`config.mk`:
```
export PLATFORM = sky130hd
export DESIGN_NAME = si5338_cfg_sequencer_flat
export DESIGN_NICKNAME = d
export VERILOG_FILES = /design/src/rtl/si5338_pkg.sv /design/src/rtl/si5338_cfg_sequencer_if.sv /design/src/rtl/si5338_reg_rom.sv /design/src/rtl/si5338_cfg_sequencer.sv /design/src/flat_wrapper.sv
export SDC_FILE = /design/constraint.sdc
export NUM_CORES = 1
export LEC_CHECK = 0
export ABC_AREA = 1
export BUFFER_PORTS_ARGS = -buffer_cell sky130_fd_sc_hd__buf_2
export CORE_ASPECT_RATIO = 1.5
export CORE_MARGIN = 2
export CORE_UTILIZATION = 51
export CTS_CLUSTER_DIAMETER = 40
export DETAILED_ROUTE_END_ITERATION = 8
export GPL_TIMING_DRIVEN = 1
export PLACE_DENSITY = 0.67
export SLEW_MARGIN = 20
export SYNTH_ARGS = -nofsm -noshare
export SYNTH_HDL_FRONTEND = slang
export SYNTH_SLANG_ARGS = --single-unit
export TNS_END_PERCENT = 50
```
`constraint.sdc`:
```
create_clock -name iCLK -period 1.9 [get_ports iCLK]
set_input_delay 0.19 -clock iCLK [delete_from_list [all_inputs] [get_ports iCLK]]
set_output_delay 0.19 -clock iCLK [all_outputs]
set_load 0.1 [all_outputs]
```
`src/rtl/si5338_pkg.sv`:
```
// -----------------------------------------------------------------------------
// si5338_pkg
// Shared definitions for the Si5338 configuration sequencer:
//   - SI5338_I2C_ADDR : 7-bit I2C slave address of the Si5338
//   - ROM_W           : width of one table entry, {reg_addr[15:8], reg_data[7:0]}
//   - state_t         : sequencer FSM state encoding
//   - rom_entry()     : the fixed register/value table, indexed by entry number
// -----------------------------------------------------------------------------
package si5338_pkg;

    localparam logic [6:0] SI5338_I2C_ADDR = 7'h70;
    localparam int         ROM_W           = 16;

    typedef enum logic [2:0] {
        ST_IDLE  = 3'd0,
        ST_FETCH = 3'd1,
        ST_LOAD  = 3'd2,
        ST_REQ   = 3'd3,
        ST_WAIT  = 3'd4,
        ST_NEXT  = 3'd5,
        ST_FIN   = 3'd6,
        ST_FAIL  = 3'd7
    } state_t;

    // Bring-up order: gate outputs, pause LOL, program output dividers,
    // soft reset, then release the outputs again.
    function automatic logic [ROM_W-1:0] rom_entry(input logic [7:0] idx);
        case (idx)
            8'd0:    return 16'hE610;   // reg 230: disable all outputs
            8'd1:    return 16'hF1E5;   // reg 241: pause LOL
            8'd2:    return 16'h1FC0;   // reg 31 : CLK0 divider config
            8'd3:    return 16'h20C0;   // reg 32 : CLK1 divider config
            8'd4:    return 16'h21C0;   // reg 33 : CLK2 divider config
            8'd5:    return 16'h22C0;   // reg 34 : CLK3 divider config
            8'd6:    return 16'hF602;   // reg 246: soft reset
            8'd7:    return 16'hE600;   // reg 230: enable all outputs
            default: return '0;
        endcase
    endfunction

endpackage

```
`src/rtl/si5338_cfg_sequencer_if.sv`:
```
// -----------------------------------------------------------------------------
// si5338_cfg_sequencer_if
// Byte-write request channel between the configuration sequencer and the
// I2C master.
//   oREQ         : write request (sequencer -> master)
//   oSLAVE_ADDR  : 7-bit slave address
//   oREG_ADDR    : register address of the current entry
//   oREG_DATA    : value to write
//   iACK         : master accepted the request
//   iXFER_DONE   : one-cycle transfer-complete pulse
//   iXFER_NACK   : qualifies iXFER_DONE, slave NACKed
// master modport = sequencer side, slave modport = I2C master side.
// -----------------------------------------------------------------------------
interface si5338_cfg_sequencer_if;

    logic       oREQ;
    logic [6:0] oSLAVE_ADDR;
    logic [7:0] oREG_ADDR;
    logic [7:0] oREG_DATA;
    logic       iACK;
    logic       iXFER_DONE;
    logic       iXFER_NACK;

    modport master (
        output oREQ, oSLAVE_ADDR, oREG_ADDR, oREG_DATA,
        input  iACK, iXFER_DONE, iXFER_NACK
    );

    modport slave (
        input  oREQ, oSLAVE_ADDR, oREG_ADDR, oREG_DATA,
        output iACK, iXFER_DONE, iXFER_NACK
    );

endinterface

```
`src/rtl/si5338_reg_rom.sv`:
```
// -----------------------------------------------------------------------------
// si5338_reg_rom
// Synchronous-read register table, NUM_REGS deep, one cycle read latency.
//   iCLK    : clock
//   iRST_n  : asynchronous active-low reset
//   i_addr  : entry index
//   o_data  : {reg_addr, reg_data} of the entry addressed on the previous cycle;
//             indices at or beyond NUM_REGS read as zero
// -----------------------------------------------------------------------------
module si5338_reg_rom
    import si5338_pkg::*;
#(
    parameter int NUM_REGS = 8
) (
    input  logic             iCLK,
    input  logic             iRST_n,
    input  logic [7:0]       i_addr,
    output logic [ROM_W-1:0] o_data
);

    logic [ROM_W-1:0] r_data;

    // NOTE: the table itself is constant decode logic, not a RAM, so there is
    // nothing to initialise; only the read register holds state.
    always_ff @(posedge iCLK or negedge iRST_n) begin
        if (!iRST_n) begin
            r_data <= '0;
        end else if ({1'b0, i_addr} < 9'(NUM_REGS)) begin
            r_data <= rom_entry(i_addr);
        end else begin
            r_data <= '0;
        end
    end

    assign o_data = r_data;

endmodule

```
`src/rtl/si5338_cfg_sequencer.sv`:
```
// -----------------------------------------------------------------------------
// si5338_cfg_sequencer
// On a one-cycle start pulse, walks the Si5338 register table and issues one
// I2C byte-write per entry, retrying an entry on NACK or timeout.
//   iCLK, iRST_n : clock, asynchronous active-low reset
//   iSTART       : one-cycle start pulse, ignored while busy
//   i2c          : request channel to the I2C master (master modport)
//   oBUSY        : sequence in progress
//   oDONE        : last sequence completed cleanly (level)
//   oERR         : last sequence aborted (level)
//   oERR_IDX     : table index of the entry that exhausted its retries
// Parameters:
//   NUM_REGS       : table entries, 1..256
//   MAX_RETRY      : extra attempts per entry after NACK/timeout
//   TIMEOUT_CYCLES : cycles from request acceptance to iXFER_DONE, 16-bit
// -----------------------------------------------------------------------------
module si5338_cfg_sequencer
    import si5338_pkg::*;
#(
    parameter int NUM_REGS       = 8,
    parameter int MAX_RETRY      = 3,
    parameter int TIMEOUT_CYCLES = 50000
) (
    input  logic                   iCLK,
    input  logic                   iRST_n,
    input  logic                   iSTART,
    si5338_cfg_sequencer_if.master i2c,
    output logic                   oBUSY,
    output logic                   oDONE,
    output logic                   oERR,
    output logic [7:0]             oERR_IDX
);

    localparam logic [7:0]  LAST_IDX    = 8'(NUM_REGS - 1);
    localparam logic [7:0]  RETRY_LIMIT = 8'(MAX_RETRY);
    localparam logic [15:0] TMO_LAST    = 16'(TIMEOUT_CYCLES - 1);

    state_t           r_state,    w_state_nxt;
    logic [7:0]       r_idx,      w_idx_nxt;
    logic [7:0]       r_retry,    w_retry_nxt;
    logic [15:0]      r_tmo,      w_tmo_nxt;
    logic [7:0]       r_reg_addr, w_reg_addr_nxt;
    logic [7:0]       r_reg_data, w_reg_data_nxt;
    logic             r_busy,     w_busy_nxt;
    logic             r_done,     w_done_nxt;
    logic             r_err,      w_err_nxt;
    logic [7:0]       r_err_idx,  w_err_idx_nxt;
    logic             r_req;
    logic             w_xfer_ok;
    logic             w_xfer_bad;
    logic [ROM_W-1:0] w_rom_data;

    si5338_reg_rom #(
        .NUM_REGS (NUM_REGS)
    ) u_rom (
        .iCLK   (iCLK),
        .iRST_n (iRST_n),
        .i_addr (r_idx),
        .o_data (w_rom_data)
    );

    // NOTE: every variable gets a default before the case so no path leaves
    // one unassigned and no latch is inferred.
    always_comb begin
        w_state_nxt    = r_state;
        w_idx_nxt      = r_idx;
        w_retry_nxt    = r_retry;
        w_tmo_nxt      = r_tmo;
        w_reg_addr_nxt = r_reg_addr;
        w_reg_data_nxt = r_reg_data;
        w_busy_nxt     = r_busy;
        w_done_nxt     = r_done;
        w_err_nxt      = r_err;
        w_err_idx_nxt  = r_err_idx;
        w_xfer_ok      = 1'b0;
        w_xfer_bad     = 1'b0;

        case (r_state)
            ST_IDLE, ST_FIN, ST_FAIL: begin
                if (iSTART) begin
                    w_idx_nxt   = '0;
                    w_retry_nxt = '0;
                    w_done_nxt  = 1'b0;
                    w_err_nxt   = 1'b0;
                    w_busy_nxt  = 1'b1;
                    w_state_nxt = ST_FETCH;
                end
            end
            ST_FETCH: w_state_nxt = ST_LOAD;
            ST_LOAD: begin
                w_reg_addr_nxt = w_rom_data[15:8];
                w_reg_data_nxt = w_rom_data[7:0];
                w_state_nxt    = ST_REQ;
            end
            ST_REQ: begin
                if (i2c.iACK) begin
                    w_tmo_nxt = '0;
                    // A master that finishes in the accepting cycle is
                    // resolved here rather than waiting for a done that
                    // already went by.
                    if (i2c.iXFER_DONE) begin
                        w_xfer_ok  = ~i2c.iXFER_NACK;
                        w_xfer_bad = i2c.iXFER_NACK;
                    end else begin
                        w_state_nxt = ST_WAIT;
                    end
                end
            end
            ST_WAIT: begin
                w_tmo_nxt = r_tmo + 16'd1;
                if (i2c.iXFER_DONE) begin
                    // done takes priority over a coincident timeout
                    w_xfer_ok  = ~i2c.iXFER_NACK;
                    w_xfer_bad = i2c.iXFER_NACK;
                end else if (r_tmo == TMO_LAST) begin
                    w_xfer_bad = 1'b1;
                end
            end
            ST_NEXT: begin
                w_retry_nxt = '0;
                if (r_idx == LAST_IDX) begin
                    w_busy_nxt  = 1'b0;
                    w_done_nxt  = 1'b1;
                    w_state_nxt = ST_FIN;
                end else begin
                    w_idx_nxt   = r_idx + 8'd1;
                    w_state_nxt = ST_FETCH;
                end
            end
            default: w_state_nxt = ST_IDLE;
        endcase

        if (w_xfer_ok) begin
            w_state_nxt = ST_NEXT;
        end else if (w_xfer_bad) begin
            if (r_retry < RETRY_LIMIT) begin
                w_retry_nxt = r_retry + 8'd1;
                w_state_nxt = ST_REQ;
            end else begin
                w_busy_nxt    = 1'b0;
                w_err_nxt     = 1'b1;
                w_err_idx_nxt = r_idx;
                w_state_nxt   = ST_FAIL;
            end
        end
    end

    // NOTE: non-blocking assignments so every register samples the values
    // that existed before the edge, independent of statement order.
    always_ff @(posedge iCLK or negedge iRST_n) begin
        if (!iRST_n) begin
            r_state    <= ST_IDLE;
            r_idx      <= '0;
            r_retry    <= '0;
            r_tmo      <= '0;
            r_reg_addr <= '0;
            r_reg_data <= '0;
            r_busy     <= 1'b0;
            r_done     <= 1'b0;
            r_err      <= 1'b0;
            r_err_idx  <= '0;
            r_req      <= 1'b0;
        end else begin
            r_state    <= w_state_nxt;
            r_idx      <= w_idx_nxt;
            r_retry    <= w_retry_nxt;
            r_tmo      <= w_tmo_nxt;
            r_reg_addr <= w_reg_addr_nxt;
            r_reg_data <= w_reg_data_nxt;
            r_busy     <= w_busy_nxt;
            r_done     <= w_done_nxt;
            r_err      <= w_err_nxt;
            r_err_idx  <= w_err_idx_nxt;
            // registered so the request line is glitch-free toward the master
            r_req      <= (w_state_nxt == ST_REQ);
        end
    end

    assign i2c.oREQ        = r_req;
    assign i2c.oSLAVE_ADDR = SI5338_I2C_ADDR;
    assign i2c.oREG_ADDR   = r_reg_addr;
    assign i2c.oREG_DATA   = r_reg_data;
    assign oBUSY           = r_busy;
    assign oDONE           = r_done;
    assign oERR            = r_err;
    assign oERR_IDX        = r_err_idx;

endmodule

```
`src/flat_wrapper.sv`:
```
// flat-port wrapper written by rule: the top's interface ports become plain ports
module si5338_cfg_sequencer_flat import si5338_pkg::*;
#(
    parameter int NUM_REGS       = 8,
    parameter int MAX_RETRY      = 3,
    parameter int TIMEOUT_CYCLES = 50000
)
  (iCLK, iRST_n, iSTART, oBUSY, oDONE, oERR, oERR_IDX, i2c_oREQ, i2c_oSLAVE_ADDR, i2c_oREG_ADDR, i2c_oREG_DATA, i2c_iACK, i2c_iXFER_DONE, i2c_iXFER_NACK);
  si5338_cfg_sequencer_if i2c_i ();
  input  logic iCLK;
  input  logic iRST_n;
  input  logic iSTART;
  output logic oBUSY;
  output logic oDONE;
  output logic oERR;
  output logic [7:0] oERR_IDX;
  output wire logic [$bits(i2c_i.oREQ)-1:0] i2c_oREQ;
  output wire logic [$bits(i2c_i.oSLAVE_ADDR)-1:0] i2c_oSLAVE_ADDR;
  output wire logic [$bits(i2c_i.oREG_ADDR)-1:0] i2c_oREG_ADDR;
  output wire logic [$bits(i2c_i.oREG_DATA)-1:0] i2c_oREG_DATA;
  input wire logic [$bits(i2c_i.iACK)-1:0] i2c_iACK;
  input wire logic [$bits(i2c_i.iXFER_DONE)-1:0] i2c_iXFER_DONE;
  input wire logic [$bits(i2c_i.iXFER_NACK)-1:0] i2c_iXFER_NACK;
  assign i2c_oREQ = i2c_i.oREQ;
  assign i2c_oSLAVE_ADDR = i2c_i.oSLAVE_ADDR;
  assign i2c_oREG_ADDR = i2c_i.oREG_ADDR;
  assign i2c_oREG_DATA = i2c_i.oREG_DATA;
  assign i2c_i.iACK = i2c_iACK;
  assign i2c_i.iXFER_DONE = i2c_iXFER_DONE;
  assign i2c_i.iXFER_NACK = i2c_iXFER_NACK;
  si5338_cfg_sequencer #(.NUM_REGS(NUM_REGS), .MAX_RETRY(MAX_RETRY), .TIMEOUT_CYCLES(TIMEOUT_CYCLES)) u_core (.iCLK(iCLK), .iRST_n(iRST_n), .iSTART(iSTART), .i2c(i2c_i), .oBUSY(oBUSY), .oDONE(oDONE), .oERR(oERR), .oERR_IDX(oERR_IDX));
endmodule
```
==> report_table.html, run 1 <==
<table>
<tr><th>Metric</th><th>Value</th></tr>
<tr><th colspan="2">Status</th></tr>
<tr><td>Status</td><td>finished clean</td></tr>
<tr><th colspan="2">Place</th></tr>
<tr><td>Placed cell count</td><td>504</td></tr>
<tr><td>Post-placement setup slack</td><td>0.212 ns</td></tr>
<tr><td>Placed cell area</td><td>3630 um^2</td></tr>
<tr><td>Detailed Place HPWL</td><td>~4500 um</td></tr>
<tr><td>Number of buffers added on ports</td><td>32</td></tr>
<tr><td>GPL Wtd Cong</td><td>about 0.84</td></tr>
<tr><th colspan="2">Detailed routing</th></tr>
<tr><td>Final routed DRC violation total</td><td>0</td></tr>
<tr><td>First-pass DRT Iterations</td><td>4</td></tr>
<tr><td>M1 WL</td><td>approximately 3000 um</td></tr>
<tr><td>Number of vias after detailed routing</td><td>2,616</td></tr>
<tr><td>Avg Vias per Cell</td><td>5.02</td></tr>
<tr><td>Routed WL per cell</td><td>between 10 and 15 um</td></tr>
<tr><td>Met3 routed WL</td><td>250 um</td></tr>
<tr><td>Post-DRT Antenna Nets</td><td>0</td></tr>
<tr><td>Uppermost metal layer occupied by signal nets</td><td>met4</td></tr>
<tr><td>Met2 layer wire length in the routed design</td><td>3020 um</td></tr>
<tr><td>Total routed wirelength</td><td>6360 um</td></tr>
<tr><td>Initial DRC count</td><td>188</td></tr>
<tr><th colspan="2">Yosys</th></tr>
<tr><td>Post-Syn Area</td><td>about 3400 um^2</td></tr>
<tr><td>Multiplexer share of the synthesized area</td><td>3.60%</td></tr>
<tr><td>Combinational family with the most area after synthesis</td><td>simple AND/OR/NAND/NOR gates</td></tr>
<tr><td>Post-synthesis average cell area</td><td>8.52 um^2</td></tr>
<tr><td>Synth warnings</td><td>0</td></tr>
<tr><td>Post-synth ARST share</td><td>100%</td></tr>
<tr><td>Ys flop type</td><td>sky130_fd_sc_hd__dfrtp_1</td></tr>
<tr><td>Post-synth EDFFs</td><td>0</td></tr>
<tr><td>Synthesized-area fraction occupied by ao, oa, aoi and oai cells</td><td>approximately 7%</td></tr>
<tr><td>Fraction of the yosys area taken by sequential cells</td><td>50.2%</td></tr>
<tr><td>Leading area contributor after synthesis</td><td>sky130_fd_sc_hd__dfrtp_1</td></tr>
<tr><td>Synth top area share</td><td>50.2%</td></tr>
<tr><td>Fraction of the mapped netlist area in adder cells</td><td>under 10%</td></tr>
<tr><td>Number of library cell types mapped by synthesis</td><td>33</td></tr>
<tr><td>Simple-gate share of the synthesized area</td><td>25.4%</td></tr>
<tr><td>Cell count after synthesis</td><td>about 400</td></tr>
<tr><td>Top area cells in the synthesized netlist</td><td>sky130_fd_sc_hd__dfrtp_1, sky130_fd_sc_hd__nand2_1, sky130_fd_sc_hd__nor2_1</td></tr>
<tr><td>Number of synthesized register bits</td><td>69</td></tr>
<tr><td>Xor and xnor fraction of the mapped netlist area</td><td>1.53%</td></tr>
<tr><th colspan="2">Timing</th></tr>
<tr><td>Post-layout worst setup margin</td><td>0.230 ns</td></tr>
<tr><td>Tcrit/Tclk final</td><td>between 80% and 90%</td></tr>
<tr><td>Total of endpoints with negative setup slack in the final report</td><td>0</td></tr>
<tr><td>Maximum frequency from static timing analysis</td><td>599 MHz</td></tr>
<tr><td>Clock Skew</td><td>just under 0.01 ns</td></tr>
<tr><td>Final Hold Vio Count</td><td>0</td></tr>
<tr><td>Final-report max-slew violation count</td><td>0</td></tr>
<tr><td>Post-layout min period</td><td>1.67 ns</td></tr>
<tr><td>Setup TNS</td><td>0 ns</td></tr>
<tr><td>Unrepaired setup endpoints after global routing</td><td>false</td></tr>
<tr><th colspan="2">Global route</th></tr>
<tr><td>Number of antenna violations at the first check in global routing</td><td>0</td></tr>
<tr><td>Wire length of the first global-routing pass</td><td>10,800 um</td></tr>
<tr><td>GRT Resource Usage Total</td><td>18.5%</td></tr>
<tr><td>Pin count of the biggest net entering global routing</td><td>70</td></tr>
<tr><td>GR Overflow Total</td><td>0</td></tr>
<tr><td>Via count of the first global-routing pass</td><td>~2,500</td></tr>
<tr><th colspan="2">Pwr</th></tr>
<tr><td>Power density over the cells</td><td>between 1000 and 1500 nW/um^2</td></tr>
<tr><td>Worst IR Drop VDD</td><td>709 uV</td></tr>
<tr><td>Lkg Pwr</td><td>2.02 nW</td></tr>
<tr><th colspan="2">Setup path</th></tr>
<tr><td>Path depth of the worst reg2reg path</td><td>8</td></tr>
<tr><td>Critical Path Sink Type</td><td>flop</td></tr>
<tr><td>Data arrival time of the critical path</td><td>1.92 ns</td></tr>
<tr><td>Buf+Inv Stages, Crit Path</td><td>0</td></tr>
<tr><td>Critical path's largest stage delay</td><td>between 0.3 and 0.4 ns</td></tr>
<tr><td>Crit-path cells</td><td>ha_1 &gt; nand3_1 &gt; nor2_1 &gt; nand3_1 &gt; nand2_4 &gt; nand2_4 &gt; nand2_1 &gt; o21ai_2</td></tr>
<tr><td>Slowest CP cell</td><td>sky130_fd_sc_hd__dfrtp_1</td></tr>
<tr><td>Data required time at the worst endpoint</td><td>2.15 ns</td></tr>
<tr><td>Maximum fanout count along the critical path</td><td>18</td></tr>
<tr><td>Reg2Reg Launch Point</td><td>u_core.r_tmo[0]</td></tr>
<tr><td>R2R setup slack</td><td>roughly 0.23 ns</td></tr>
<tr><td>Worst reg2reg endpoint</td><td>u_core.oERR_IDX[3]</td></tr>
<tr><td>Category of cells accounting for the largest share of critical-path delay</td><td>simple AND/OR/NAND/NOR gates</td></tr>
<tr><td>Critical path startpoint category</td><td>flop</td></tr>
<tr><td>Kind of critical path</td><td>flop to flop</td></tr>
<tr><th colspan="2">CTS</th></tr>
<tr><td>Total clock buffers created by CTS</td><td>9</td></tr>
<tr><td>TritonCTS clock tree</td><td>built</td></tr>
<tr><td>CTS max path bufs</td><td>2</td></tr>
<tr><td>Clock-pin slew of the registers on the worst-case setup and hold paths</td><td>0.08 ns</td></tr>
<tr><td>Max H-tree Level</td><td>3</td></tr>
<tr><td>Post-CTS resize count</td><td>0</td></tr>
<tr><td>Insertion delay of the later-clocked pin in the worst-skew pair</td><td>0.36 ns</td></tr>
<tr><td>Buffer type at the clock tree root</td><td>sky130_fd_sc_hd__clkbuf_8</td></tr>
<tr><td>Number of clock sinks</td><td>69</td></tr>
<tr><th colspan="2">Run</th></tr>
<tr><td>Max Cap Viol</td><td>0</td></tr>
<tr><th colspan="2">Floorplanning</th></tr>
<tr><td>Site Rows</td><td>36</td></tr>
<tr><td>I/O pins</td><td>41</td></tr>
<tr><td>Core Footprint</td><td>between 6000 and 7000 um^2</td></tr>
<tr><td>Die Y-Extent</td><td>105 um</td></tr>
<tr><td>Overall die width</td><td>71.1 um</td></tr>
<tr><td>Die outline area</td><td>7440 um^2</td></tr>
<tr><td>Effective utilization at floorplan</td><td>between 50% and 60%</td></tr>
<tr><th colspan="2">Worst hold path</th></tr>
<tr><td>Hold-critical path depth</td><td>5</td></tr>
<tr><td>Terminating pin of the worst hold path</td><td>u_core.r_state[1]</td></tr>
<tr><td>Worst hold path class</td><td>input port to flop</td></tr>
<tr><td>Startpoint of the lowest-slack hold path</td><td>i2c_iXFER_NACK</td></tr>
<tr><th colspan="2">Layout</th></tr>
<tr><td>Final non-filler cell total</td><td>521</td></tr>
<tr><td>Final antenna diode count</td><td>0</td></tr>
<tr><td>Final net count</td><td>453</td></tr>
<tr><td>P&amp;R area growth vs syn</td><td>11.0%</td></tr>
<tr><td>Final non-filler cell area</td><td>3820 um^2</td></tr>
<tr><td>Ratio of cells with drive above 1 in the final layout</td><td>18.7%</td></tr>
</table>
-- logic make-up (layout without fill, tap and decap cells) --
| group | count (synthesis) | in the layout |
|---|---|---|
| and+or+nand+nor | 200 | 200 |
| AOI/OAI and AO/OA | 37 | 37 |
| buffers and inverters | 72 | 107 |
| adders and majority gates | 7 | 7 |
| other | 2 | 8 |
| xor gates and xnor gates | 6 | 6 |
| muxes | 11 | 11 |
| DFF | 69 | 69 |
-- repair_timing --
item / 4_1_cts / 5_1_grt
endpoints found under the setup margin: 0 / 0
hold buffers: 1 / 0
buffers inserted: 0 / 0
hold endpoints to repair: 69 / 0
-- Yosys cell counts (2+ instances only) --
library cell,number
sky130_fd_sc_hd__nand4_1,7
sky130_fd_sc_hd__o22ai_1,6
sky130_fd_sc_hd__nand3_1,31
sky130_fd_sc_hd__nand2_4,4
sky130_fd_sc_hd__nand2_2,2
sky130_fd_sc_hd__inv_1,51
sky130_fd_sc_hd__dfrtp_1,69
sky130_fd_sc_hd__nand2_1,88
sky130_fd_sc_hd__buf_4,12
sky130_fd_sc_hd__o21ai_2,8
sky130_fd_sc_hd__o21ai_0,14
sky130_fd_sc_hd__nor3_1,7
sky130_fd_sc_hd__buf_2,3
sky130_fd_sc_hd__a21oi_1,5
sky130_fd_sc_hd__inv_2,2
sky130_fd_sc_hd__ha_1,7
sky130_fd_sc_hd__nor2_2,2
sky130_fd_sc_hd__mux2_2,11
sky130_fd_sc_hd__conb_1,2
sky130_fd_sc_hd__buf_6,2
sky130_fd_sc_hd__xor2_1,5
sky130_fd_sc_hd__nor2_1,55
-- layer usage --
layer | global-route usage [%] | vias up
met5 | 0 | -
met2 | 30.1 | 52
met4 | 6.60 | 0
met1 | 23.7 | 1211
met3 | 4.73 | 14
li1 | - | 1339
-- area by class of cell --
type	instances	area, um^2
clock buffers	9	124
clock inverters	7	56.3
fillers	593	2710
inverters	54	203
multi-input cells	269	1400
flip-flops and latches	69	1730
well taps	76	95.1
repair buffers	37	213
-- state kept, by name, indices dropped and copies added (netlist names) --
register              count
u_core.r_tmo             16
u_core.u_rom.o_data      11
u_core.oERR_IDX           8
u_core.r_idx              8
u_core.r_retry            8
u_core.i2c.oREG_ADDR      7
u_core.i2c.oREG_DATA      4
u_core.r_state            3
u_core.i2c.oREQ           1
u_core.oBUSY              1
u_core.oDONE              1
u_core.oERR               1
-- power by group --
| part | internal, mW | switching (mW) | total [mW] |
|---|---|---|---|
| registers | 1.74 | 0.189 | 1.93 |
| logic | 0.490 | 1.67 | 2.16 |
| clock network | 0.491 | 0.604 | 1.09 |
| total | 2.72 | 2.46 | 5.18 |
-- cells in the final DEF, fill, tap and decap left out, types with 3 or more instances in the layout --
cell                       Yosys  layout
sky130_fd_sc_hd__inv_1        51      51
sky130_fd_sc_hd__buf_2         3      32
sky130_fd_sc_hd__a21oi_1       5       5
sky130_fd_sc_hd__xor2_1        5       5
sky130_fd_sc_hd__o21ai_0      14      14
sky130_fd_sc_hd__conb_1        2       8
sky130_fd_sc_hd__mux2_2       11      11
sky130_fd_sc_hd__nor2_1       55      55
sky130_fd_sc_hd__nand4_1       7       7
sky130_fd_sc_hd__nor3_1        7       7
sky130_fd_sc_hd__nand2_1      88      88
sky130_fd_sc_hd__nand2_4       4       4
sky130_fd_sc_hd__buf_4        12       3
sky130_fd_sc_hd__ha_1          7       7
sky130_fd_sc_hd__clkbuf_8      0       9
sky130_fd_sc_hd__o22ai_1       6       6
sky130_fd_sc_hd__dfrtp_1      69      69
sky130_fd_sc_hd__o21ai_2       8       8
sky130_fd_sc_hd__nand3_1      31      31
-- how the worst max path moves through the flow --
| stage | end | depth (start not counted) | from | slack (ns) |
|---|---|---|---|---|
| after global placement | u_core.oERR_IDX[2] | 8 | u_core.r_tmo[0] | 0.25 |
| final | u_core.oERR_IDX[3] | 8 | u_core.r_tmo[0] | 0.23 |
| after global routing | u_core.oERR_IDX[3] | 8 | u_core.r_tmo[0] | 0.06 |
| after CTS | u_core.oERR_IDX[3] | 8 | u_core.r_tmo[0] | 0.21 |
| after detailed placement | u_core.oERR_IDX[5] | 8 | u_core.r_tmo[0] | 0.21 |
| after floorplan | i2c_oREG_DATA[2] | 1 | u_core.i2c.oREG_DATA[5] | 0.36 |
-- per-stage QoR --
step                      utilization [%]  power [mW]  hold slack (ns)
after CTS                            58.5        5.23            0.210
after global placement               55.6        4.10            0.241
after floorplan                         -        3.81           -0.106
after detailed placement             55.6        4.13            0.242
final                                58.5        5.18            0.210
after global routing                 58.5        5.48            0.251
-- worst min-delay path, delay by kind of cell --
kind                   cells  cell delay, ns
buffers and inverters      2            0.12
AND/OR/NAND/NOR            3            0.20
No activity file was read; power rests on OpenSTA's default activity.
==> inputs of run 2 (changes only) <==
--- a/config.mk
+++ b/config.mk
@@ -6,14 +6,14 @@
 export NUM_CORES = 1
 export LEC_CHECK = 0
 export ABC_AREA = 1
-export BUFFER_PORTS_ARGS = -buffer_cell sky130_fd_sc_hd__buf_2
 export CORE_ASPECT_RATIO = 1.5
 export CORE_MARGIN = 2
 export CORE_UTILIZATION = 51
 export CTS_CLUSTER_DIAMETER = 40
 export DETAILED_ROUTE_END_ITERATION = 8
+export DONT_BUFFER_PORTS = 1
 export GPL_TIMING_DRIVEN = 1
-export PLACE_DENSITY = 0.67
+export PLACE_DENSITY = 0.62
 export SLEW_MARGIN = 20
 export SYNTH_ARGS = -nofsm -noshare
 export SYNTH_HDL_FRONTEND = slang
==> run 2 against run 1 <==
  * Critical path depth stayed put
  * Critical path type unchanged
  * Critical endpoint is now u_core.r_idx[3]
  * Register-to-register slack better by 0.02 ns
  * Clock power increased by 8%
==> report_table.html, run 2 (synthesized netlist as in run 1, its figures left out) <==
<table>
<tr><th>Metric</th><th>Value</th></tr>
<tr><th colspan="2">Detailed routing</th></tr>
<tr><td>Number of vias after detailed routing</td><td>2,569</td></tr>
<tr><td>Final routed DRC violation total</td><td>0</td></tr>
<tr><td>Total routed wirelength</td><td>6490 um</td></tr>
<tr><td>Initial DRC count</td><td>slightly below 200</td></tr>
<tr><td>Avg Vias per Cell</td><td>5.00</td></tr>
<tr><td>Routed WL per cell</td><td>approximately 13 um</td></tr>
<tr><td>First-pass DRT Iterations</td><td>4</td></tr>
<tr><td>Post-DRT Antenna Nets</td><td>0</td></tr>
<tr><th colspan="2">Timing</th></tr>
<tr><td>Total of endpoints with negative setup slack in the final report</td><td>0</td></tr>
<tr><td>Tcrit/Tclk final</td><td>between 80% and 90%</td></tr>
<tr><td>Setup TNS</td><td>0 ns</td></tr>
<tr><td>Final Hold Vio Count</td><td>0</td></tr>
<tr><td>Worst relative slew slack</td><td>63.8%</td></tr>
<tr><td>Clock Skew</td><td>0.0100 ns</td></tr>
<tr><td>Pin slew with the least headroom to its limit</td><td>0.547 ns</td></tr>
<tr><td>Maximum frequency from static timing analysis</td><td>606 MHz</td></tr>
<tr><td>Final-report max-slew violation count</td><td>0</td></tr>
<tr><td>Final hold slack</td><td>~0.083 ns</td></tr>
<tr><td>Unrepaired setup endpoints after global routing</td><td>false</td></tr>
<tr><td>Post-layout min period</td><td>between 1.5 and 2 ns</td></tr>
<tr><th colspan="2">Floorplanning</th></tr>
<tr><td>Core Footprint</td><td>6530 um^2</td></tr>
<tr><td>Die outline area</td><td>7440 um^2</td></tr>
<tr><td>Effective utilization at floorplan</td><td>52.7%</td></tr>
<tr><td>Overall die width</td><td>71.1 um</td></tr>
<tr><td>Die Y-Extent</td><td>105 um</td></tr>
<tr><td>I/O pins</td><td>41</td></tr>
<tr><td>Site Rows</td><td>36</td></tr>
<tr><th colspan="2">CTS</th></tr>
<tr><td>TritonCTS clock tree</td><td>built</td></tr>
<tr><td>Buffer type at the clock tree root</td><td>sky130_fd_sc_hd__clkbuf_8</td></tr>
<tr><td>Total clock buffers created by CTS</td><td>9</td></tr>
<tr><td>Clock-pin slew of the registers on the worst-case setup and hold paths</td><td>0.07 ns</td></tr>
<tr><td>Post-CTS setup repair buffer count</td><td>0</td></tr>
<tr><td>Insertion delay of the later-clocked pin in the worst-skew pair</td><td>0.35 ns</td></tr>
<tr><td>Number of clock sinks</td><td>69</td></tr>
<tr><td>CTS max path bufs</td><td>2</td></tr>
<tr><td>Max H-tree Level</td><td>3</td></tr>
<tr><th colspan="2">Layout</th></tr>
<tr><td>Fill cells</td><td>559</td></tr>
<tr><td>Register cell area after layout</td><td>1730 um^2</td></tr>
<tr><td>Flip-flop count of the largest register after layout</td><td>16</td></tr>
<tr><td>Area used by multi-input combinational logic</td><td>about 1400 um^2</td></tr>
<tr><td>Final net count</td><td>445</td></tr>
<tr><td>Ratio of cells with drive above 1 in the final layout</td><td>17.4%</td></tr>
<tr><td>P&amp;R area growth vs syn</td><td>12.7%</td></tr>
<tr><td>Most common cell after layout, fill and taps aside</td><td>sky130_fd_sc_hd__nand2_1</td></tr>
<tr><td>Largest reg by FF count</td><td>u_core.r_tmo</td></tr>
<tr><td>Leading cell types in the layout, fill and taps excluded</td><td>sky130_fd_sc_hd__nand2_1, sky130_fd_sc_hd__dfrtp_1, sky130_fd_sc_hd__nor2_1</td></tr>
<tr><th colspan="2">Global route</th></tr>
<tr><td>Pin count of the biggest net entering global routing</td><td>70</td></tr>
<tr><td>GR Overflow Total</td><td>0</td></tr>
<tr><td>Via count of the first global-routing pass</td><td>2,460</td></tr>
<tr><td>Number of antenna violations at the first check in global routing</td><td>1</td></tr>
<tr><td>Wire length of the first global-routing pass</td><td>11,100 um</td></tr>
<tr><td>GRT Resource Usage Total</td><td>19.2%</td></tr>
<tr><th colspan="2">Setup path</th></tr>
<tr><td>Data arrival time of the critical path</td><td>1.89 ns</td></tr>
<tr><td>Critical path's largest stage delay</td><td>between 0.4 and 0.5 ns</td></tr>
<tr><td>Top cell by count, worst path</td><td>sky130_fd_sc_hd__nand2_1</td></tr>
<tr><td>R2R setup slack</td><td>0.25 ns</td></tr>
<tr><td>Critical path startpoint category</td><td>flop</td></tr>
<tr><td>Data required time at the worst endpoint</td><td>2.14 ns</td></tr>
<tr><td>Critical Path Sink Type</td><td>flop</td></tr>
<tr><td>Kind of critical path</td><td>flop to flop</td></tr>
<tr><td>Maximum fanout count along the critical path</td><td>8</td></tr>
<tr><td>Crit-path cells</td><td>ha_1 &gt; nand3_1 &gt; o21ai_0 &gt; nand2_1 &gt; nand2_1 &gt; nand2_1 &gt; nand2_1 &gt; nor2_1</td></tr>
<tr><td>Slowest CP cell</td><td>sky130_fd_sc_hd__dfrtp_1</td></tr>
<tr><th colspan="2">Pwr</th></tr>
<tr><td>Lkg Pwr</td><td>~2 nW</td></tr>
<tr><td>Power density over the cells</td><td>around 1400 nW/um^2</td></tr>
<tr><td>Worst IR Drop VDD</td><td>around 650 uV</td></tr>
<tr><th colspan="2">Place</th></tr>
<tr><td>GPL Wtd Cong</td><td>0.854</td></tr>
<tr><td>Detailed Place HPWL</td><td>4670 um</td></tr>
<tr><td>Number of buffers added on ports</td><td>0</td></tr>
<tr><th colspan="2">Status</th></tr>
<tr><td>Status</td><td>finished clean</td></tr>
<tr><th colspan="2">Run</th></tr>
<tr><td>Max Cap Viol</td><td>0</td></tr>
<tr><th colspan="2">Worst hold path</th></tr>
<tr><td>Worst hold path class</td><td>input port to flop</td></tr>
</table>
run 2: changes by cell type in the layout (fill, tap and decap cells not counted), sizes merged, moves of 2 or more:
cell and delta:
clkbuf +3, inv -3, buf -8, clkinv -2
run 2: worst max-delay path: cells and delay by family, from the launching register on:
family,cells,cell delay (ns)
compound gates,1,0.27
fa+ha+maj,1,0.24
flops,1,0.41
simple gates,6,0.62
run 2: repair_timing:
item / in CTS / in global routing
resized for setup: 0 / 0
hold endpoints to repair: 69 / 0
hold buffers: 2 / 0
run 2: where the power goes:
part	internal [mW]	switching, mW	leakage (nW)	total [mW]
clock	0.638	0.538	0.0964	1.18
sequential	1.75	0.186	0.894	1.93
combinational	0.539	1.67	1.01	2.21
run 2: path summary, 6_finish.rpt:
path,from,to,cells past startpoint
worst max-delay path,u_core.r_idx[1],u_core.r_idx[3],8
min in group asynchronous,iRST_n,u_core.r_tmo[12],2
worst min-delay path,i2c_iXFER_DONE,u_core.r_state[1],3
worst max register to register,u_core.r_idx[1],u_core.r_idx[3],8
worst min register to register,u_core.u_rom.o_data[13],u_core.i2c.oREG_ADDR[5],1
max in group asynchronous,iRST_n,u_core.i2c.oREG_ADDR[6],2
run 2: per-stage QoR:
stage | area (um^2) | cells | utilization, % | setup WS (ns) | total power, mW
after floorplan | 3460 | 410 | - | 0.358 | 3.81
after global placement | 3650 | 495 | 55.8 | 0.296 | 4.12
after detailed placement | 3650 | 495 | 55.8 | 0.249 | 4.16
after CTS | 3880 | 513 | 59.4 | 0.245 | 5.38
after global routing | 3880 | 514 | 59.4 | 0.0919 | 5.64
final | 3880 | 514 | 59.4 | 0.251 | 5.31
run 2: routing by layer:
| layer | routed length (um) | share of wire, % | vias to the layer above | track usage, % |
|---|---|---|---|---|
| met4 | 129 | 2.0 | 0 | 9.84 |
| met5 | 0 | 0 | - | 0 |
| met3 | 271 | 4.2 | 9 | 4.92 |
| met2 | 3190 | 49 | 41 | 30.3 |
| li1 | - | - | 1321 | - |
| met1 | 2890 | 45 | 1198 | 24.0 |
run 2: area by class of cell:
class	count	area share, %
tap	76	2.45
clock buffer	12	3.74
antenna	1	0.0645
sequential	69	44.6
inverter	54	5.22
clock inverter	4	1.23
timing repair buffer	29	6.51
multi-input combinational	269	36.2
